--- config.mk ---
export PLATFORM = sky130hd
export DESIGN_NAME = id_ex_pipeline_register_flat
export DESIGN_NICKNAME = d
export VERILOG_FILES = /design/src/rtl/id_ex_pipeline_register_if.sv /design/src/rtl/id_ex_pipeline_register.sv /design/src/flat_wrapper.sv
export SDC_FILE = /design/constraint.sdc
export NUM_CORES = 1
export LEC_CHECK = 0
export CAP_MARGIN = 20
export CORE_ASPECT_RATIO = 1.5
export CORE_UTILIZATION = 35
export CTS_CLUSTER_DIAMETER = 120
export CTS_CLUSTER_SIZE = 28
export DETAILED_ROUTE_END_ITERATION = 10
export GPL_ROUTABILITY_DRIVEN = 0
export PLACE_DENSITY = 0.67
export SETUP_SLACK_MARGIN = 0.02
export SLEW_MARGIN = 0
export SYNTH_ARGS = -nofsm -noshare
export SYNTH_HDL_FRONTEND = slang
export SYNTH_SLANG_ARGS = --single-unit
--- constraint.sdc ---
create_clock -name clk -period 1.9 [get_ports clk]
set_input_delay 0.38 -clock clk [delete_from_list [all_inputs] [get_ports clk]]
set_output_delay 0.38 -clock clk [all_outputs]
set_load 0.05 [all_outputs]
--- src/rtl/id_ex_pipeline_register_if.sv ---
// Decode-to-execute bus: ID-side control word and operands, flush/freeze controls,
// registered EX-side copies and the load-use stall back to the front end.
interface id_ex_pipeline_register_if #(
  parameter int unsigned XLEN       = 32,
  parameter int unsigned REG_ADDR_W = 5
);
  logic                  id_valid;
  logic                  id_write;
  logic                  id_store;
  logic                  id_load;
  logic                  id_branch;
  logic [1:0]            id_alu_operand_a_selector;
  logic                  id_alu_operand_b_selector;
  logic [1:0]            id_immediate_selector;
  logic [1:0]            id_next_pc_selector;
  logic [2:0]            id_alu_operations_selector;
  logic [REG_ADDR_W-1:0] id_rs1;
  logic [REG_ADDR_W-1:0] id_rs2;
  logic [REG_ADDR_W-1:0] id_rd;
  logic                  id_uses_rs1;
  logic                  id_uses_rs2;
  logic [XLEN-1:0]       id_pc;
  logic [XLEN-1:0]       id_immediate;
  logic                  flush;
  logic                  freeze;

  logic                  stall;
  logic                  ex_valid;
  logic                  ex_write;
  logic                  ex_store;
  logic                  ex_load;
  logic                  ex_branch;
  logic [1:0]            ex_alu_operand_a_selector;
  logic                  ex_alu_operand_b_selector;
  logic [1:0]            ex_immediate_selector;
  logic [1:0]            ex_next_pc_selector;
  logic [2:0]            ex_alu_operations_selector;
  logic [REG_ADDR_W-1:0] ex_rs1;
  logic [REG_ADDR_W-1:0] ex_rs2;
  logic [REG_ADDR_W-1:0] ex_rd;
  logic [XLEN-1:0]       ex_pc;
  logic [XLEN-1:0]       ex_immediate;

  modport master (
    output id_valid, id_write, id_store, id_load, id_branch, id_alu_operand_a_selector,
           id_alu_operand_b_selector, id_immediate_selector, id_next_pc_selector,
           id_alu_operations_selector, id_rs1, id_rs2, id_rd, id_uses_rs1, id_uses_rs2,
           id_pc, id_immediate, flush, freeze,
    input  stall, ex_valid, ex_write, ex_store, ex_load, ex_branch, ex_alu_operand_a_selector,
           ex_alu_operand_b_selector, ex_immediate_selector, ex_next_pc_selector,
           ex_alu_operations_selector, ex_rs1, ex_rs2, ex_rd, ex_pc, ex_immediate
  );

  modport slave (
    input  id_valid, id_write, id_store, id_load, id_branch, id_alu_operand_a_selector,
           id_alu_operand_b_selector, id_immediate_selector, id_next_pc_selector,
           id_alu_operations_selector, id_rs1, id_rs2, id_rd, id_uses_rs1, id_uses_rs2,
           id_pc, id_immediate, flush, freeze,
    output stall, ex_valid, ex_write, ex_store, ex_load, ex_branch, ex_alu_operand_a_selector,
           ex_alu_operand_b_selector, ex_immediate_selector, ex_next_pc_selector,
           ex_alu_operations_selector, ex_rs1, ex_rs2, ex_rd, ex_pc, ex_immediate
  );
endinterface

--- src/rtl/id_ex_pipeline_register.sv ---
// ID/EX pipeline register with load-use bubble insertion, flush and freeze.
// Optional HAZARD_STATS_EN adds saturating stall_count / flush_count outputs.
module id_ex_pipeline_register #(
  parameter int unsigned XLEN       = 32,
  parameter int unsigned REG_ADDR_W = 5
) (
  input  logic        clk,
  input  logic        rst,
  id_ex_pipeline_register_if.slave bus
`ifdef HAZARD_STATS_EN
  ,
  output logic [31:0] stall_count,
  output logic [31:0] flush_count
`endif
);

  typedef struct packed {
    logic                  valid;
    logic                  write;
    logic                  store;
    logic                  load;
    logic                  branch;
    logic [1:0]            a_sel;
    logic                  b_sel;
    logic [1:0]            imm_sel;
    logic [1:0]            npc_sel;
    logic [2:0]            alu_op;
    logic [REG_ADDR_W-1:0] rs1;
    logic [REG_ADDR_W-1:0] rs2;
    logic [REG_ADDR_W-1:0] rd;
    logic [XLEN-1:0]       pc;
    logic [XLEN-1:0]       imm;
  } ex_t;

  ex_t  ex_d, ex_q, id_cap;
  logic hazard;
  logic stall;

  // Bubble kills control and selectors but keeps data fields.
  function automatic ex_t make_bubble(ex_t x);
    ex_t b;
    b         = x;
    b.valid   = 1'b0;
    b.write   = 1'b0;
    b.store   = 1'b0;
    b.load    = 1'b0;
    b.branch  = 1'b0;
    b.a_sel   = '0;
    b.b_sel   = 1'b0;
    b.imm_sel = '0;
    b.npc_sel = '0;
    b.alu_op  = '0;
    return b;
  endfunction

  always_comb begin
    id_cap.valid   = bus.id_valid;
    id_cap.write   = bus.id_write & bus.id_valid;
    id_cap.store   = bus.id_store & bus.id_valid;
    id_cap.load    = bus.id_load & bus.id_valid;
    id_cap.branch  = bus.id_branch & bus.id_valid;
    id_cap.a_sel   = bus.id_alu_operand_a_selector;
    id_cap.b_sel   = bus.id_alu_operand_b_selector;
    id_cap.imm_sel = bus.id_immediate_selector;
    id_cap.npc_sel = bus.id_valid ? bus.id_next_pc_selector : 2'b00;
    id_cap.alu_op  = bus.id_alu_operations_selector;
    id_cap.rs1     = bus.id_rs1;
    id_cap.rs2     = bus.id_rs2;
    id_cap.rd      = bus.id_rd;
    id_cap.pc      = bus.id_pc;
    id_cap.imm     = bus.id_immediate;
  end

  assign hazard = ex_q.valid & ex_q.load & (ex_q.rd != '0) & bus.id_valid &
                  ((bus.id_uses_rs1 & (bus.id_rs1 == ex_q.rd)) |
                   (bus.id_uses_rs2 & (bus.id_rs2 == ex_q.rd)));
  assign stall  = hazard & ~bus.flush;

  always_comb begin
    ex_d = ex_q;
    if (rst) begin
      ex_d = '0;
    end else if (bus.flush) begin
      ex_d = make_bubble(ex_q);
    end else if (bus.freeze) begin
      ex_d = ex_q;
    end else if (hazard) begin
      ex_d = make_bubble(ex_q);
    end else begin
      ex_d = id_cap;
    end
  end

  always_ff @(posedge clk) begin
    ex_q <= ex_d;
  end

  assign bus.stall                      = stall;
  assign bus.ex_valid                   = ex_q.valid;
  assign bus.ex_write                   = ex_q.write;
  assign bus.ex_store                   = ex_q.store;
  assign bus.ex_load                    = ex_q.load;
  assign bus.ex_branch                  = ex_q.branch;
  assign bus.ex_alu_operand_a_selector  = ex_q.a_sel;
  assign bus.ex_alu_operand_b_selector  = ex_q.b_sel;
  assign bus.ex_immediate_selector      = ex_q.imm_sel;
  assign bus.ex_next_pc_selector        = ex_q.npc_sel;
  assign bus.ex_alu_operations_selector = ex_q.alu_op;
  assign bus.ex_rs1                     = ex_q.rs1;
  assign bus.ex_rs2                     = ex_q.rs2;
  assign bus.ex_rd                      = ex_q.rd;
  assign bus.ex_pc                      = ex_q.pc;
  assign bus.ex_immediate               = ex_q.imm;

`ifdef HAZARD_STATS_EN
  logic [31:0] stall_count_d, stall_count_q;
  logic [31:0] flush_count_d, flush_count_q;

  always_comb begin
    stall_count_d = stall_count_q;
    flush_count_d = flush_count_q;
    if (rst) begin
      stall_count_d = '0;
      flush_count_d = '0;
    end else begin
      if (stall && !bus.freeze && (stall_count_q != 32'hFFFF_FFFF)) begin
        stall_count_d = stall_count_q + 32'd1;
      end
      if (bus.flush && !bus.freeze && (flush_count_q != 32'hFFFF_FFFF)) begin
        flush_count_d = flush_count_q + 32'd1;
      end
    end
  end

  always_ff @(posedge clk) begin
    stall_count_q <= stall_count_d;
    flush_count_q <= flush_count_d;
  end

  assign stall_count = stall_count_q;
  assign flush_count = flush_count_q;
`endif

endmodule

--- src/flat_wrapper.sv ---
// flat-port wrapper written by rule: the top's interface ports become plain ports
module id_ex_pipeline_register_flat 
#(
  parameter int unsigned XLEN       = 32,
  parameter int unsigned REG_ADDR_W = 5
)
  (clk, rst, bus_id_valid, bus_id_write, bus_id_store, bus_id_load, bus_id_branch, bus_id_alu_operand_a_selector, bus_id_alu_operand_b_selector, bus_id_immediate_selector, bus_id_next_pc_selector, bus_id_alu_operations_selector, bus_id_rs1, bus_id_rs2, bus_id_rd, bus_id_uses_rs1, bus_id_uses_rs2, bus_id_pc, bus_id_immediate, bus_flush, bus_freeze, bus_stall, bus_ex_valid, bus_ex_write, bus_ex_store, bus_ex_load, bus_ex_branch, bus_ex_alu_operand_a_selector, bus_ex_alu_operand_b_selector, bus_ex_immediate_selector, bus_ex_next_pc_selector, bus_ex_alu_operations_selector, bus_ex_rs1, bus_ex_rs2, bus_ex_rd, bus_ex_pc, bus_ex_immediate);
  id_ex_pipeline_register_if #(.XLEN(XLEN), .REG_ADDR_W(REG_ADDR_W)) bus_i ();
  input  logic clk;
  input  logic rst;
  input wire logic [$bits(bus_i.id_valid)-1:0] bus_id_valid;
  input wire logic [$bits(bus_i.id_write)-1:0] bus_id_write;
  input wire logic [$bits(bus_i.id_store)-1:0] bus_id_store;
  input wire logic [$bits(bus_i.id_load)-1:0] bus_id_load;
  input wire logic [$bits(bus_i.id_branch)-1:0] bus_id_branch;
  input wire logic [$bits(bus_i.id_alu_operand_a_selector)-1:0] bus_id_alu_operand_a_selector;
  input wire logic [$bits(bus_i.id_alu_operand_b_selector)-1:0] bus_id_alu_operand_b_selector;
  input wire logic [$bits(bus_i.id_immediate_selector)-1:0] bus_id_immediate_selector;
  input wire logic [$bits(bus_i.id_next_pc_selector)-1:0] bus_id_next_pc_selector;
  input wire logic [$bits(bus_i.id_alu_operations_selector)-1:0] bus_id_alu_operations_selector;
  input wire logic [$bits(bus_i.id_rs1)-1:0] bus_id_rs1;
  input wire logic [$bits(bus_i.id_rs2)-1:0] bus_id_rs2;
  input wire logic [$bits(bus_i.id_rd)-1:0] bus_id_rd;
  input wire logic [$bits(bus_i.id_uses_rs1)-1:0] bus_id_uses_rs1;
  input wire logic [$bits(bus_i.id_uses_rs2)-1:0] bus_id_uses_rs2;
  input wire logic [$bits(bus_i.id_pc)-1:0] bus_id_pc;
  input wire logic [$bits(bus_i.id_immediate)-1:0] bus_id_immediate;
  input wire logic [$bits(bus_i.flush)-1:0] bus_flush;
  input wire logic [$bits(bus_i.freeze)-1:0] bus_freeze;
  output wire logic [$bits(bus_i.stall)-1:0] bus_stall;
  output wire logic [$bits(bus_i.ex_valid)-1:0] bus_ex_valid;
  output wire logic [$bits(bus_i.ex_write)-1:0] bus_ex_write;
  output wire logic [$bits(bus_i.ex_store)-1:0] bus_ex_store;
  output wire logic [$bits(bus_i.ex_load)-1:0] bus_ex_load;
  output wire logic [$bits(bus_i.ex_branch)-1:0] bus_ex_branch;
  output wire logic [$bits(bus_i.ex_alu_operand_a_selector)-1:0] bus_ex_alu_operand_a_selector;
  output wire logic [$bits(bus_i.ex_alu_operand_b_selector)-1:0] bus_ex_alu_operand_b_selector;
  output wire logic [$bits(bus_i.ex_immediate_selector)-1:0] bus_ex_immediate_selector;
  output wire logic [$bits(bus_i.ex_next_pc_selector)-1:0] bus_ex_next_pc_selector;
  output wire logic [$bits(bus_i.ex_alu_operations_selector)-1:0] bus_ex_alu_operations_selector;
  output wire logic [$bits(bus_i.ex_rs1)-1:0] bus_ex_rs1;
  output wire logic [$bits(bus_i.ex_rs2)-1:0] bus_ex_rs2;
  output wire logic [$bits(bus_i.ex_rd)-1:0] bus_ex_rd;
  output wire logic [$bits(bus_i.ex_pc)-1:0] bus_ex_pc;
  output wire logic [$bits(bus_i.ex_immediate)-1:0] bus_ex_immediate;
  assign bus_i.id_valid = bus_id_valid;
  assign bus_i.id_write = bus_id_write;
  assign bus_i.id_store = bus_id_store;
  assign bus_i.id_load = bus_id_load;
  assign bus_i.id_branch = bus_id_branch;
  assign bus_i.id_alu_operand_a_selector = bus_id_alu_operand_a_selector;
  assign bus_i.id_alu_operand_b_selector = bus_id_alu_operand_b_selector;
  assign bus_i.id_immediate_selector = bus_id_immediate_selector;
  assign bus_i.id_next_pc_selector = bus_id_next_pc_selector;
  assign bus_i.id_alu_operations_selector = bus_id_alu_operations_selector;
  assign bus_i.id_rs1 = bus_id_rs1;
  assign bus_i.id_rs2 = bus_id_rs2;
  assign bus_i.id_rd = bus_id_rd;
  assign bus_i.id_uses_rs1 = bus_id_uses_rs1;
  assign bus_i.id_uses_rs2 = bus_id_uses_rs2;
  assign bus_i.id_pc = bus_id_pc;
  assign bus_i.id_immediate = bus_id_immediate;
  assign bus_i.flush = bus_flush;
  assign bus_i.freeze = bus_freeze;
  assign bus_stall = bus_i.stall;
  assign bus_ex_valid = bus_i.ex_valid;
  assign bus_ex_write = bus_i.ex_write;
  assign bus_ex_store = bus_i.ex_store;
  assign bus_ex_load = bus_i.ex_load;
  assign bus_ex_branch = bus_i.ex_branch;
  assign bus_ex_alu_operand_a_selector = bus_i.ex_alu_operand_a_selector;
  assign bus_ex_alu_operand_b_selector = bus_i.ex_alu_operand_b_selector;
  assign bus_ex_immediate_selector = bus_i.ex_immediate_selector;
  assign bus_ex_next_pc_selector = bus_i.ex_next_pc_selector;
  assign bus_ex_alu_operations_selector = bus_i.ex_alu_operations_selector;
  assign bus_ex_rs1 = bus_i.ex_rs1;
  assign bus_ex_rs2 = bus_i.ex_rs2;
  assign bus_ex_rd = bus_i.ex_rd;
  assign bus_ex_pc = bus_i.ex_pc;
  assign bus_ex_immediate = bus_i.ex_immediate;
  id_ex_pipeline_register #(.XLEN(XLEN), .REG_ADDR_W(REG_ADDR_W)) u_core (.clk(clk), .rst(rst), .bus(bus_i));
endmodule
# After elaboration in Yosys (flattened, before gate mapping)

Index checks and enable logic that the tools add are counted.

Reduce and logical (&&, ||, !) cells: 3
Bitwise gates (word level): 15
Mux-type cells: 2
Equal/unequal tests: 2

Operator list:

| operator            | count |
|---|---|
| 94-bit two-way mux  | 1 |
| 1-bit AND           | 11 |
| 5-bit == test       | 2 |
| 5-bit nonzero test  | 1 |
| 1-bit inverter      | 3 |
| 3-bit AND reduction | 1 |
| 2-bit two-way mux   | 1 |
| 2-bit OR reduction  | 1 |
| 1-bit OR            | 1 |

Bits of input ports: 100
Output and inout bits: 95
Bits in registers: 94
Logic and storage cells: 37

# Depth between registers and ports, before layout

Gate-level depths: netlist of run 1.

Depth after elaboration: 6
Depth in mapped cells: 8
Mapped depth without buffers: 5

# Worst setup path before layout of run 1

OpenSTA, ideal clock, no wires.

Path type: reg-to-output
Start: register u_core.ex_q, in the netlist u_core.bus.ex_rd[4]
End: output port bus_stall
Stages on the path, launching flop included: 9
Data arrival time: 2.455 ns
Path slack: -0.935 ns
Cells stage by stage: dfxtp_1 -> buf_2 -> xnor2_1 -> nand4_1 -> o22ai_1 -> buf_2 -> buf_2 -> nand2_1 -> nor2_1

Longest elaborated chain between the ends: 5
Elaborated cells between the ends (all ways): 10

Ends and longest elaborated chain:

| element                                      | RTL line                                                                                    | RTL |
|---|---|---|
| start, declared                              | id_ex_pipeline_register.sv:35                                                               | `ex_t ex_d, ex_q, id_cap;` |
| start signal, assigned                       | id_ex_pipeline_register.sv:95                                                               | `ex_q <= ex_d;` |
| 5-bit == test (tied with other cells)        | id_ex_pipeline_register.sv:75                                                               | `((bus.id_uses_rs1 & (bus.id_rs1 == ex_q.rd)) \|` |
| 1-bit AND (on tied branches)                 | id_ex_pipeline_register.sv:75, id_ex_pipeline_register.sv:74, id_ex_pipeline_register.sv:76 |  |
| 1-bit OR / 1-bit AND (equally long branches) | id_ex_pipeline_register.sv:75, id_ex_pipeline_register.sv:74                                |  |
| 1-bit AND (*)                                | id_ex_pipeline_register.sv:74                                                               | `assign hazard = ex_q.valid & ex_q.load & (ex_q.rd != '0) & bus.id_valid &` |
| 1-bit AND (*)                                | id_ex_pipeline_register.sv:77                                                               | `assign stall = hazard & ~bus.flush;` |
| end, declared                                | flat_wrapper.sv:30                                                                          | `output wire logic [$bits(bus_i.stall)-1:0] bus_stall;` |

Every way passes the cells marked *; elsewhere a longest branch is shown, timed or not.

# Worst setup path in the final report of run 1

Start: input port bus_id_rs1[0]
End: output port bus_stall

Longest elaborated chain between the ends: 5

Ends and longest elaborated chain:

| element         | RTL line                      | RTL |
|---|---|---|
| start, declared | flat_wrapper.sv:21            | `input wire logic [$bits(bus_i.id_rs1)-1:0] bus_id_rs1;` |
| 5-bit == test   | id_ex_pipeline_register.sv:75 |  |
| 1-bit AND       | id_ex_pipeline_register.sv:75 |  |
| 1-bit OR        | id_ex_pipeline_register.sv:75 |  |
| 1-bit AND       | id_ex_pipeline_register.sv:74 |  |
| 1-bit AND       | id_ex_pipeline_register.sv:77 |  |

Every way passes these cells.

==> results of run 1 <==
area by class of cell:
type                       instances  area share
sequential                        94      0.2159
inverter                           2    0.001135
multi-input combinational        512      0.3900
antenna                            1   0.0002838
clock inverter                     6    0.007664
clock buffer                      10     0.02711
timing repair buffer             276      0.3297
tap                              199     0.02824
flip-flops by register name, indices dropped and copies added, names as in the netlist, 2 cells and up:
register / count
u_core.bus.ex_alu_operand_a_selector: 2
u_core.bus.ex_alu_operations_selector: 3
u_core.bus.ex_immediate: 32
u_core.bus.ex_immediate_selector: 2
u_core.bus.ex_next_pc_selector: 2
u_core.bus.ex_pc: 32
u_core.bus.ex_rd: 5
u_core.bus.ex_rs1: 5
u_core.bus.ex_rs2: 5
final timing paths:
path                  startpoint                          end  slack, ns  depth (start not counted)
max reg2reg  u_core.bus.ex_rd[1]  u_core.bus.ex_immediate[23]      -0.25                         12
max                bus_id_rs1[0]                    bus_stall      -0.30                          8
min reg2reg  u_core.bus.ex_valid          u_core.bus.ex_valid       0.45                          1
min          u_core.bus.ex_valid          u_core.bus.ex_valid       0.45                          1
kinds of logic (layout without fill, tap and decap cells):
logic type,count (synthesis),count (layout),share of synthesized area
DFF,94,94,0.3415
and+or+nand+nor,401,401,0.4017
other,0,1,0
xor gates and xnor gates,10,10,0.01589
AOI/OAI and AO/OA,22,22,0.04087
buffers and inverters,73,294,0.05654
muxes,79,79,0.1435
report_power, final:
group	internal, mW	switching, mW
clock network	1.07	0.814
registers	2.13	0.116
logic	0.715	1.02
synth_stat cells:
cell / number
or4_4: 1
a21o_1: 1
a211oi_4: 1
o22ai_1: 1
nand3_1: 154
dfxtp_1: 94
nand4_1: 2
nand2_1: 82
or2_2: 1
nor3b_1: 80
buf_6: 3
mux2i_1: 79
nor2_1: 1
buf_2: 12
a22o_1: 14
xnor2_1: 10
a2111oi_4: 1
and3_1: 80
a32oi_1: 2
o21ai_2: 1
inv_1: 2
clkbuf_1: 56
o21a_4: 1
stage by stage:
| stage | setup WS [ns] | hold WS (ns) |
|---|---|---|
| after floorplan | -0.04990 | 0.5015 |
| after global placement | -0.4251 | 0.4347 |
| after detailed placement | -0.4472 | 0.4385 |
| after CTS | -0.3087 | 0.4552 |
| after global routing | -0.3707 | 0.4708 |
| final | -0.2995 | 0.4516 |
per-layer routing:
| layer | vias to the layer above | global-route usage | part of all wire |
|---|---|---|---|
| li1 | 2871 | - | - |
| met1 | 2887 | 0.2579 | 0.39 |
| met2 | 176 | 0.4346 | 0.53 |
| met3 | 32 | 0.04762 | 0.050 |
| met4 | 0 | 0.09660 | 0.026 |
| met5 | - | 0 | 0 |
what timing repair did:
item | in CTS | in global routing
pin swaps | 9 | 37
cloned | 13 | 0
hold buffers | 0 | 0
setup buffers | 15 | 13
endpoints found under the hold margin | 0 | 0
gates resized for setup | 79 | 43
endpoints found under the setup margin | 135 | 99
==> results_dict.tcl, run 1 <==
set metrics [dict create \
    synth_warnings 0 \
    grt_pass1_wl_mm 30.48 \
    cp.arrival_ns 1.82 \
    crit_fanout 2 \
    clk_latency_ns 0.34 \
    drcViolationCount 0 \
    routed_via_density 5.424 \
    ctsHtreeMaxLevel 3 \
    critPathTopFamily "buffers and inverters" \
    cts_buffer_depth 2 \
    fin_cells 1100 \
    total_power_mw 5.860 \
    drive_above_1_share 0.1900 \
    skew_ns 0.007039 \
    path_buf_inv 3 \
    seq_area_sq_mm 0.001903 \
    num_vias 5966 \
    overflow 0 \
    routed_wl_mm 19.30 \
    mostFrequentLayoutCell "nand3_1" \
    ys_seq_area_frac 0.3415 \
    ir_drop_uv 375.9 \
    track_usage 0.2345 \
    netlist_area_sq_mm 0.005510 \
    drt_iter0_markers 206 \
    most-common-layout-cells "nand3_1, clkdlybuf4s50_1, dfxtp_1" \
    criticalPathCategory "primary input to output port" \
    slowest_delay_ns 0.52 \
    io_buffers 194 \
    fmax_mhz 454.7 \
    worst_pin_slew_ns 0.5218 \
    synth_area_leaders "dfxtp_1, mux2i_1, nand3_1, nor3b_1, and3_1" \
    crit_path_start_kind "primary input" \
    cts_tree "done" \
    finalSetupViolCount 95 \
    ys_seq_elements 94 \
    wire_per_inst_um 17.55 \
    hpwlAfterDp_mm 12.18 \
    status "complete, but fails checks" \
    ios 195 \
    core_area_sq_mm 0.01521 \
    end_kind "output port" \
    crit_chain "clkdlybuf4s50_1 > xnor2_1 > nand2_1 > o22ai_4 > buf_12 > nand2_4 > nor2_4 > buf_12" \
    crit_slowest_cell "clkdlybuf4s50_1" \
    fillCellCount 1411 \
    ys_types 23 \
    placed_area_sq_mm 0.007915 \
    hold_violations 0 \
    violations "negative setup slack" \
    ctsRootBufferMaster "clkbuf_16" \
    first_global_vias 6032 \
    die_area_sq_mm 0.01626 \
    start_util 0.3623 \
    die_w_um 104.5 \
    fin_crit_sh 1.158 \
    rows 55 \
    clock_sinks 94 \
    final_nets 995 \
    relSlewSlack 0.6515 \
    final_util 0.5797 \
    die_h_um 155.7 \
    avgSynthCellArea_sq_um 8.115 \
    fin_crit_ns 2.199 \
    slew_viol_final 0 \
    hold_path.class "register to register" \
    dp_cells 1051 \
    cts_inserted_buffers 9 \
    power_density_mw_per_mm2 664.7 \
    first_pass_iters 4 \
    postSynthCellCount 679 \
    cp.required_ns 1.52 \
    multi_input_area_sq_mm 0.003438 \
    syn-num-nets 779 \
    antenna_found_initial 1 \
    ant_nets 0 \
    timing.critical_path.mode_cell "buf_12" \
    path_clk_slew_ns 0.07 \
    yosysTopAreaCellShare 0.3415 \
    worst_slack_ns -0.2995 \
    p_leak_nw 3.950 \
    rsz0062_at_grt "yes" \
    drv_cap 0 \
    synth_largest_area_cell "dfxtp_1" \
    setup_tns_ns -12.73 \
    final_area_sq_mm 0.008816 \
    area_delta_synth_final_pct 59.99 \
    grt_start_max_net_pins 59 \
]
Note: power is estimated with default switching activity, not from simulation.
==> inputs of run 2 (changes only) <==
--- a/config.mk
+++ b/config.mk
@@ -18,3 +18,4 @@
 export SYNTH_ARGS = -nofsm -noshare
 export SYNTH_HDL_FRONTEND = slang
 export SYNTH_SLANG_ARGS = --single-unit
+export TNS_END_PERCENT = 5
==> run 2 against run 1 <==
The flow still finishes with violations (negative setup slack); cell count is 1.4% lower; hold slack improved by 0.023 ns; worst setup slack gained 0.037 ns; clock skew grew 0.0027 ns; sequential cell count stayed put; clock power up 7%; design area decreased by 4.5%; critical endpoint unchanged.
==> results_dict.tcl, run 2 (synthesis gave the netlist of run 1 again) <==
set metrics [dict create \
    status "complete, but fails checks" \
    violations "negative setup slack" \
    mostFrequentLayoutCell "nand3_1" \
    routed_via_density 5.386 \
    crit_chain "or4_4 > o21a_4 > nand2_4 > nor2_4 > buf_12" \
    track_usage 0.2157 \
    worst_pin_slew_ns 0.5125 \
    overflow 0 \
    n_antenna_cell 0 \
    power_density_mw_per_mm2 699.7 \
    crit_fanout 6 \
    ios 195 \
    criticalPathCategory "register to output port" \
    dp_cells 1050 \
    holdWs_ns 0.4744 \
    cp.arrival_ns 1.78 \
    fin_crit_sh 1.138 \
    hold_violations 0 \
    path_buf_inv 1 \
    r2r_slack_ns -0.11 \
    finalSetupViolCount 66 \
    rr_worst_depth 10 \
    die_w_um 104.5 \
    rsz0062_at_grt "yes" \
    hpwlAfterDp_mm 12.35 \
    path_clk_slew_ns 0.07 \
    ir_drop_uv 377.9 \
    worst_slack_ns -0.2629 \
    area_delta_synth_final_pct 52.72 \
    first_pass_iters 6 \
    fmax_mhz 462.3 \
    grt_start_max_net_pins 54 \
    die_area_sq_mm 0.01626 \
    final_util 0.5534 \
    routed_wl_mm 17.91 \
    min_from "u_core.bus.ex_valid" \
    r2r-end "u_core.bus.ex_immediate[19]" \
    r2r-start "u_core.bus.ex_rd[3]" \
    grt_pass1_wl_mm 28.46 \
    rows 55 \
    cts_buffer_depth 2 \
    clock_sinks 94 \
    clk_latency_ns 0.35 \
    slew_viol_final 0 \
    end_kind "output port" \
    slowest_delay_ns 0.56 \
    drcViolationCount 0 \
    p_leak_nw 3.783 \
    ant_nets 0 \
    crit_slowest_cell "or4_4" \
    drt_iter0_markers 308 \
    hold_end "u_core.bus.ex_valid" \
    num_vias 5844 \
    hold_path_depth 1 \
    crit_path_start_kind "register" \
    first_global_vias 5662 \
    drive_above_1_share 0.1648 \
    final_nets 981 \
    fin_crit_ns 2.163 \
    wire_per_inst_um 16.51 \
    fin_cells 1085 \
    antenna_found_initial 0 \
    skew_ns 0.009723 \
    relSlewSlack 0.6578 \
    cts_tree "done" \
    drv_cap 0 \
    critPathTopFamily "simple AND/OR/NAND/NOR gates" \
    hold_path.class "register to register" \
    ctsRootBufferMaster "clkbuf_16" \
    cp.required_ns 1.52 \
    cts_inserted_buffers 9 \
    die_h_um 155.7 \
    ctsHtreeMaxLevel 3 \
    start_util 0.3623 \
    most-common-layout-cells "nand3_1, clkdlybuf4s50_1, dfxtp_1" \
    io_buffers 194 \
    core_area_sq_mm 0.01521 \
]
-- run 2: worst max path at each step --
stage                        start                 end  slack (ns)  cells past startpoint
6_report       u_core.bus.ex_rd[2]           bus_stall       -0.26                      5
5_1_grt        u_core.bus.ex_rd[1]           bus_stall       -0.33                      7
4_1_cts        u_core.bus.ex_rd[3]           bus_stall       -0.29                      8
3_5_place_dp         bus_id_rs1[4]  u_core.bus.ex_load       -0.45                      8
3_3_place_gp         bus_id_rs1[4]  u_core.bus.ex_load       -0.38                      8
2_1_floorplan  u_core.bus.ex_rd[4]           bus_stall       -0.05                      8
-- run 2: layout make-up --
cell class / instances / area (sq um)
well taps: 199 / 249.0
fillers: 1406 / 6793
inverters: 2 / 10.01
flip-flops and latches: 94 / 1903
clock inverters: 7 / 100.1
repair buffers: 262 / 2524
clock buffers: 9 / 225.2
multi-input cells: 512 / 3405
-- run 2: report_power, final --
group	leakage, nW	internal, mW	total [mW]	switching (mW)
registers	0.780	2.13	2.25	0.122
clock network	0.157	1.17	2.01	0.842
logic	2.85	0.645	1.63	0.982
total	3.78	3.94	5.89	1.95
-- run 2: through the flow --
stage / TNS, ns / cell area, sq um / setup slack (ns) / total power, mW
after floorplan: -0.5101 / 5574 / -0.05052 / 3.232
after global routing: -9.849 / 8416 / -0.3269 / 6.138
after global placement: -27.00 / 7925 / -0.3783 / 3.906
final: -2.982 / 8416 / -0.2629 / 5.889
after CTS: -8.662 / 8277 / -0.2874 / 5.921
after detailed placement: -29.81 / 7925 / -0.4463 / 3.935
-- run 2: layer usage --
metal	GRT usage	part of all wire	up-vias
met5	0	0	-
met4	0.09320	0.025	0
met3	0.03926	0.042	31
met2	0.3983	0.54	169
met1	0.2395	0.39	2807
li1	-	-	2837
-- run 2: repair_timing --
item,CTS,global route
resized for setup,72,18
endpoints found under the hold margin,0,0
pin swaps,9,22
endpoints found under the setup margin,128,97
hold buffers,0,0
setup buffers,7,13
